### config.mk
export PLATFORM = sky130hd
export DESIGN_NAME = vtp_fail_log
export DESIGN_NICKNAME = d
export VERILOG_FILES = /design/src/rtl/vtp_fail_log_pkg.sv /design/src/rtl/vtp_fail_log_fifo2w.sv /design/src/rtl/vtp_fail_log.sv
export SDC_FILE = /design/constraint.sdc
export NUM_CORES = 2
export LEC_CHECK = 0
export CORE_MARGIN = 2
export CORE_UTILIZATION = 42
export CTS_CLUSTER_SIZE = 14
export DETAILED_ROUTE_END_ITERATION = 8
export GPL_TIMING_DRIVEN = 0
export SLEW_MARGIN = 20
export SYNTH_ARGS = -nofsm -noshare
export SYNTH_HDL_FRONTEND = slang
export SYNTH_SLANG_ARGS = --single-unit
### constraint.sdc
create_clock -name clk -period 15.8 [get_ports clk]
set_input_delay 3.16 -clock clk [delete_from_list [all_inputs] [get_ports clk]]
set_output_delay 3.16 -clock clk [all_outputs]
set_load 0.03 [all_outputs]
### src/rtl/vtp_fail_log_pkg.sv
// vtp_fail_log_pkg: record layout and widths for the VTP translation-failure log.
package vtp_fail_log_pkg;
  localparam int VTP_FAIL_SEQ_W = 16;
  localparam int VTP_FAIL_DROP_W = 16;
  typedef struct packed {
    logic                      is_write;
    logic [VTP_FAIL_SEQ_W-1:0] seq;
    logic [57:0]               va_line;
  } t_vtp_fail_rec;
endpackage

### src/rtl/vtp_fail_log_fifo2w.sv
// vtp_fail_log_fifo2w: flop-array FIFO with two ordered write ports, one read port and an occupancy count.
module vtp_fail_log_fifo2w
  import vtp_fail_log_pkg::*;
#(
  parameter int DEPTH = 16,
  parameter int CNT_W = $clog2(DEPTH) + 1
) (
  input  logic             clk,
  input  logic             reset,
  input  logic             we0,
  input  t_vtp_fail_rec    d0,
  input  logic             we1,
  input  t_vtp_fail_rec    d1,
  input  logic             pop,
  output t_vtp_fail_rec    head,
  output logic [CNT_W-1:0] count
);
  localparam int AW = $clog2(DEPTH);
  t_vtp_fail_rec  mem [DEPTH];
  logic [AW-1:0]  wp, rp;
  logic           do_pop;
  assign do_pop = pop && count != '0;
  // Port 1 lands behind port 0 when both write, preserving event order.
  always_ff @(posedge clk) begin
    if (we0) mem[wp] <= d0;
    if (we1) mem[wp + AW'(we0)] <= d1;
  end
  always_ff @(posedge clk) begin
    if (reset) begin
      wp    <= '0;
      rp    <= '0;
      count <= '0;
    end else begin
      wp    <= wp + AW'(we0) + AW'(we1);
      rp    <= rp + AW'(do_pop);
      count <= count + CNT_W'(we0) + CNT_W'(we1) - CNT_W'(do_pop);
    end
  end
  assign head = mem[rp];
endmodule

### src/rtl/vtp_fail_log.sv
// vtp_fail_log: ordered, lossless-until-full log of VTP read/write translation failures with sticky overflow.
module vtp_fail_log
  import vtp_fail_log_pkg::*;
#(
  parameter int DEPTH = 16,
  parameter int CNT_W = $clog2(DEPTH) + 1
) (
  input  logic                       clk,
  input  logic                       reset,
  input  logic                       rd_fail_valid,
  input  logic [63:0]                rd_fail_va,
  input  logic                       wr_fail_valid,
  input  logic [63:0]                wr_fail_va,
  input  logic                       pop,
  output logic                       rec_valid,
  output logic [63:0]                rec_va,
  output logic                       rec_is_write,
  output logic [VTP_FAIL_SEQ_W-1:0]  rec_seq,
  output logic [CNT_W-1:0]           count,
  output logic                       overflow,
  input  logic                       clear_overflow,
  output logic [VTP_FAIL_DROP_W-1:0] drop_cnt
);
  logic [VTP_FAIL_SEQ_W-1:0] seq_ctr;
  logic [CNT_W:0]            space;
  logic                      acc_rd, acc_wr;
  logic [1:0]                n_drop;
  logic [VTP_FAIL_DROP_W:0]  drop_sum;
  t_vtp_fail_rec             rd_rec, wr_rec, head;
  logic                      unused_va_bits;
  assign unused_va_bits = ^{rd_fail_va[5:0], wr_fail_va[5:0]};
  // A pop in the same cycle frees a slot for the incoming events.
  assign space    = (CNT_W+1)'(DEPTH) - {1'b0, count} + (CNT_W+1)'(pop && rec_valid);
  assign acc_rd   = rd_fail_valid && space != '0;
  assign acc_wr   = wr_fail_valid && space >= (rd_fail_valid ? (CNT_W+1)'(2) : (CNT_W+1)'(1));
  assign n_drop   = 2'(rd_fail_valid && !acc_rd) + 2'(wr_fail_valid && !acc_wr);
  assign drop_sum = {1'b0, clear_overflow ? '0 : drop_cnt} + (VTP_FAIL_DROP_W+1)'(n_drop);
  assign rd_rec   = '{is_write: 1'b0, seq: seq_ctr, va_line: rd_fail_va[63:6]};
  assign wr_rec   = '{is_write: 1'b1, seq: seq_ctr + VTP_FAIL_SEQ_W'(rd_fail_valid), va_line: wr_fail_va[63:6]};
  vtp_fail_log_fifo2w #(.DEPTH(DEPTH), .CNT_W(CNT_W)) u_fifo (
    .clk   (clk),
    .reset (reset),
    .we0   (!reset && (acc_rd || acc_wr)),
    .d0    (acc_rd ? rd_rec : wr_rec),
    .we1   (!reset && acc_rd && acc_wr),
    .d1    (wr_rec),
    .pop   (!reset && pop),
    .head  (head),
    .count (count)
  );
  always_ff @(posedge clk) begin
    if (reset) begin
      seq_ctr  <= '0;
      overflow <= 1'b0;
      drop_cnt <= '0;
    end else begin
      seq_ctr  <= seq_ctr + VTP_FAIL_SEQ_W'(rd_fail_valid) + VTP_FAIL_SEQ_W'(wr_fail_valid);
      overflow <= (overflow && !clear_overflow) || n_drop != 2'd0;
      drop_cnt <= drop_sum[VTP_FAIL_DROP_W] ? '1 : drop_sum[VTP_FAIL_DROP_W-1:0];
    end
  end
  assign rec_valid    = count != '0;
  assign rec_va       = {head.va_line, 6'b0};
  assign rec_is_write = head.is_write;
  assign rec_seq      = head.seq;
endmodule

; ---- After elaboration in Yosys (flattened, before gate mapping)
; Memories as Yosys holds them, arrays and structs flattened. A register that Yosys moved wholly into a read port is not among the register bits.
; Cells that the tools add are included.
; Widths: inputs -> output; s select.
[word_totals]
register_bits = 46
mem_bits_rw = 1200
inputBits = 134
output_inout_bits = 104
word_cells = 49
memories = 1
[classes]
addsub = 12
n_lt_le_gt_ge = 1
n_mux = 9
reduce_logical = 20
[mem_list]
columns = memory, words, word_bits, read_ports, rd_ports_with_merged_regs, wr, line_no
row1 = u_fifo.mem, 16, 75, 1, 1, 2, vtp_fail_log_fifo2w.sv:19  ; t_vtp_fail_rec mem [DEPTH];
[ops]
columns = operator, n
row1 = $mux 75, 1
row2 = $add 16x1->16, 2
row3 = $mux 16, 2
row4 = $add 16x2->17, 1
row5 = $add 4x1->4, 3
row6 = $logic_and 1x1->1, 11
row7 = $add 5x1->5, 2
row8 = $add 6x1->6, 1
row9 = $ge 6x2->1, 1
row10 = $reduce_bool 6->1, 1
row11 = $sub 5x5->6 const A, 1
row12 = $reduce_bool 5->1, 1
row13 = $sub 5x1->5, 1
row14 = $logic_not 1->1, 4
row15 = $mux 1, 4
row16 = $mux 4, 1
row17 = $add 1x1->2, 1
row18 = $logic_or 1x1->1, 2
row19 = $mux 2, 1
row20 = $reduce_bool 2->1, 1

; ---- Longest topological paths before layout
[depth]
word_depth = 10
mapped_depth = 25
depth_no_buf = 22

; ---- By module
; From an unflattened synthesis, not the netlist that was laid out.
[unflattened]
cells_unflattened = 4289
area_unflattened_um2 = 62611.3
[modules_own_cells]
columns = module, instances, cells_each, area_per_inst_um2, seq_area_each_um2
row1 = vtp_fail_log_fifo2w, 1, 3905, 59308.1, 36294.8
row2 = vtp_fail_log, 1, 384, 3303.2, 660.6

; ---- Least setup slack after synthesis
; No wires, ideal clock.
[synth_timing]
path_type = input to register
start = in pop
end = mem u_fifo.mem[11][0] in the netlist's numbering, enable pin
setup_ns = 0.608
t_arrival_ns = 10.858
required_time_ns = 15.192
setup_slack_ns = 4.334
path_stages = 14
path_buffers = 1
path_cell_list = nand2_1 -> ha_1 -> inv_1 -> ha_1 -> ha_1 -> a21oi_1 -> a41o_1 -> nand2_2 -> and3_1 -> ha_1 -> clkbuf_1 -> and2_1 -> nand2_1 -> o21ai_0
[synth_lines]
columns = element, line_no
row1 = "start, declared", vtp_fail_log.sv:14  ; input logic pop,
row2 = "end, declared", vtp_fail_log_fifo2w.sv:19

==> metrics.cfg <==
[final_layout]
fin_util=0.495
final_area_um2=70900
syn_to_final_growth_pct=17.2
drive_gt1_frac=0.220
fillCellCount=12400
finalNonFillerCells=6588
fin_nets=4735

[synthesis]
synth_area_um2=60500
ys_types=68
ys_warn_count=0
syn_inst=4157
synth_ff_type=edfxtp_1
ys_async_sr_fraction=0
synth-edff-count=1184
seq_area_frac_synth=0.608
ys_seq_elements=1246
synth.avg_cell_area_um2=14.6

[power_and_ir_drop]
p_leak_uw=0.0202
p_clk_frac=0.341
p_int_uw=6410
p_seq_frac=0.411
swShare=0.316
p_per_area_nw_per_um2=132
p_sw_uw=2960
combPwrFrac=0.247
vdd_drop_max_uv=108

[placement]
io_buffers=218
place_hpwl_um=163000
place_inst=6335
globalplace.congestion=0.957
placed_cell_area_um2=66500
dpl_worst_slack_ns=5.83

[cts]
clock-sinks=1246
cts_hold_buffers=0
cts_max_path_buffers=3
root_buffer=clkbuf_16
post_cts_buffers=0
cts.clk_slew.worst_paths_ns=0.06
cts_tree=built
numCtsBuffers=138
cts_resized=0
clkLatencyLatePin_ns=0.81
htreeDepth=4

[critical_path]
critPathKind=in -> reg
cp.arrival_ns=10.06
reg2reg_depth=22
crit_path_start_kind=input port
crit_start=rd_fail_valid
r2r_end=u_fifo.mem[7][40]
crit_fanout=28
required_ns=16.26
worstSetupEndpoint=u_fifo.mem[7][40]
r2r_slack_ns=7.71
r2r_start=u_fifo.count[3]
cp-end-kind=flip-flop

[sta]
rsz0062_at_grt=no
final_critical_path_setup_slack_ns=6.20
max_slew.worst_pin.slew_ns=1.33
slew_viol_final=0
hold_ws_ns=0.473
fmax_ghz=0.104
setup_viol=0
clock_skew_ns=0.0432
hold_viol_final=0
fin_crit_sh=0.608
period_minus_slack_ns=9.60
slew_headroom=0.113

[route]
via_per_inst=7.37
drc_errors=1
first_pass_iters=9
wire_per_inst_um=39.6
wirelength_um=261000
vias=48500
drt_iter0_markers=9136
final_antenna_net_count=0

[outcome]
status=finished, violations left
violations=design-rule violations

[floorplan]
core_area_um2=143000
start_util=0.422
pin_count=238
dieArea_um2=147000
die_w_um=384
die-height_um=384
std_cell_rows=139

[grt]
grt_pass1_vias=47100
grt_remaining_overflow=0
antenna_found_initial=10
grt_max_degree=32
grt_usage=0.347
grt_pass1_wl_um=355000

[hold_path]
hold_class=reg -> reg

[flow_run]
maxCapViolCount=0

==> flip-flops by register name, summed over array words and instances (netlist names) <==
name	cells
drop_cnt	16
u_fifo.wp	4
u_fifo.count	5
u_fifo.rp	4
seq_ctr	16
u_fifo.mem	1200
overflow	1
==> layout make-up <==
type / count / area (um2) / area share
inverters: 23 / 86.3 / 0.00122
clock inverters: 68 / 537 / 0.00757
repair buffers: 272 / 3450 / 0.0487
clock buffers: 175 / 3790 / 0.0535
plain buffers: 494 / 2390 / 0.0337
multi-input cells: 2399 / 21500 / 0.303
flip-flops and latches: 1246 / 36800 / 0.519
diodes: 8 / 20.0 / 0.000282
well taps: 1903 / 2380 / 0.0336
==> critical path, stage by stage <==
cell             delay (ns)
clkdlybuf4s50_1        0.70
inv_1                  0.18
ha_1                   0.32
nand2b_1               0.14
a21oi_1                0.28
a41o_1                 0.48
nand2_2                0.30
and3_1                 0.28
ha_1                   0.29
clkbuf_1               0.33
nand2_1                0.17
nor3_1                 0.57
buf_2                  0.52
buf_1                  0.83
nand2_1                0.28
nand2_4                0.51
buf_16                 0.32
buf_16                 0.31
==> per-layer routing <==
layer | vias up | wire length, um | GRT usage
met2 | 5248 | 114000 | 0.516
met4 | 6 | 18600 | 0.203
met5 | - | 36 | 0
met1 | 23800 | 86700 | 0.437
met3 | 1237 | 41400 | 0.124
li1 | 18200 | - | -
==> through the flow <==
step	total power (uW)	setup TNS, ns
after floorplan	5240	0
after global placement	6140	-1571.06
after detailed placement	6160	0
after CTS	9270	0
after global routing	9530	0
final	9370	0
==> cell usage after synthesis (2+ instances only) <==
cell type	count	area, um2
xnor2_1	39	342
o32ai_1	3	26.3
nand4_1	14	87.6
or4_1	5	37.5
nor3_1	13	65.1
buf_6	20	225
xor2_1	23	201
nor2b_1	17	106
or2_2	3	18.8
or4_4	4	45.0
a21oi_1	19	95.1
nand3b_1	3	22.5
buf_1	42	158
and3_1	10	62.6
inv_1	23	86.3
buf_4	30	225
and2_1	2	12.5
a31oi_1	8	50.1
o21a_1	5	37.5
o22ai_2	111	1390
mux4_2	375	8450
nand2_1	390	1460
mux2i_1	62	621
o21ai_1	4	20.0
a41oi_1	4	35.0
buf_2	185	926
ha_1	25	313
and4_1	2	17.5
edfxtp_1	1184	35600
o221ai_1	4	35.0
a21boi_1	4	30.0
fa_1	2	40.0
nor2_1	53	199
nor4_1	13	81.3
nand2b_1	22	138
o21ai_0	36	180
o31ai_1	2	15.0
o211ai_1	12	90.1
dfxtp_1	62	1240
o22ai_1	1051	6580
clkbuf_1	217	815
or3_1	4	25.0
nand3_1	25	125
==> kinds of logic after synthesis <==
| family | after synthesis | synth area share |
|---|---|---|
| buf+inv | 517 | 0.0402 |
| compound gates | 1271 | 0.143 |
| simple gates | 595 | 0.0438 |
| flops | 1246 | 0.608 |
| mux | 437 | 0.150 |
| fa+ha+maj | 27 | 0.00583 |
| other cells | 1 | 0.0000620 |
| xor+xnor | 63 | 0.00924 |
==> how the worst min path moves through the flow <==
stage / from / endpoint / slack (ns) / cells after the start
after global routing: u_fifo.mem[9][74] / u_fifo.mem[9][74] / 0.47 / 2
after global placement: u_fifo.mem[15][74] / u_fifo.mem[15][74] / 0.44 / 2
after floorplan: u_fifo.mem[11][74] / u_fifo.mem[11][74] / 0.43 / 2
after CTS: u_fifo.mem[13][74] / u_fifo.mem[13][74] / 0.47 / 2
after detailed placement: u_fifo.mem[13][74] / u_fifo.mem[13][74] / 0.45 / 2
final: u_fifo.mem[13][74] / u_fifo.mem[13][74] / 0.47 / 2
==> placed cells by master (no fill, tap or decap), drive strengths merged, types with 7 or more instances in the layout <==
cell type,count
nand2,391
o21ai,40
inv,26
nand3,25
nand2b,23
a21oi,19
clkbuf,396
nor3,14
ha,25
clkdlybuf4s50,218
clkinv,54
nor4,14
a31oi,8
mux4,375
dfxtp,62
bufinv,7
edfxtp,1184
o22ai,1162
nor2b,17
nor2,53
or4,9
mux2i,62
diode,8
o211ai,12
xnor2,40
xor2,23
buf,327
and3,10
nand4,15
==> power groups by stage <==
stage / registers [uW] / clock network, uW / logic [uW]
after floorplan: 3930 / 0 / 1310
final: 3850 / 3200 / 2320
after global routing: 3870 / 3300 / 2360
after global placement: 3950 / 0 / 2190
after CTS: 3850 / 3170 / 2250
after detailed placement: 3920 / 0 / 2240
Power figures use the tool's default switching activity.
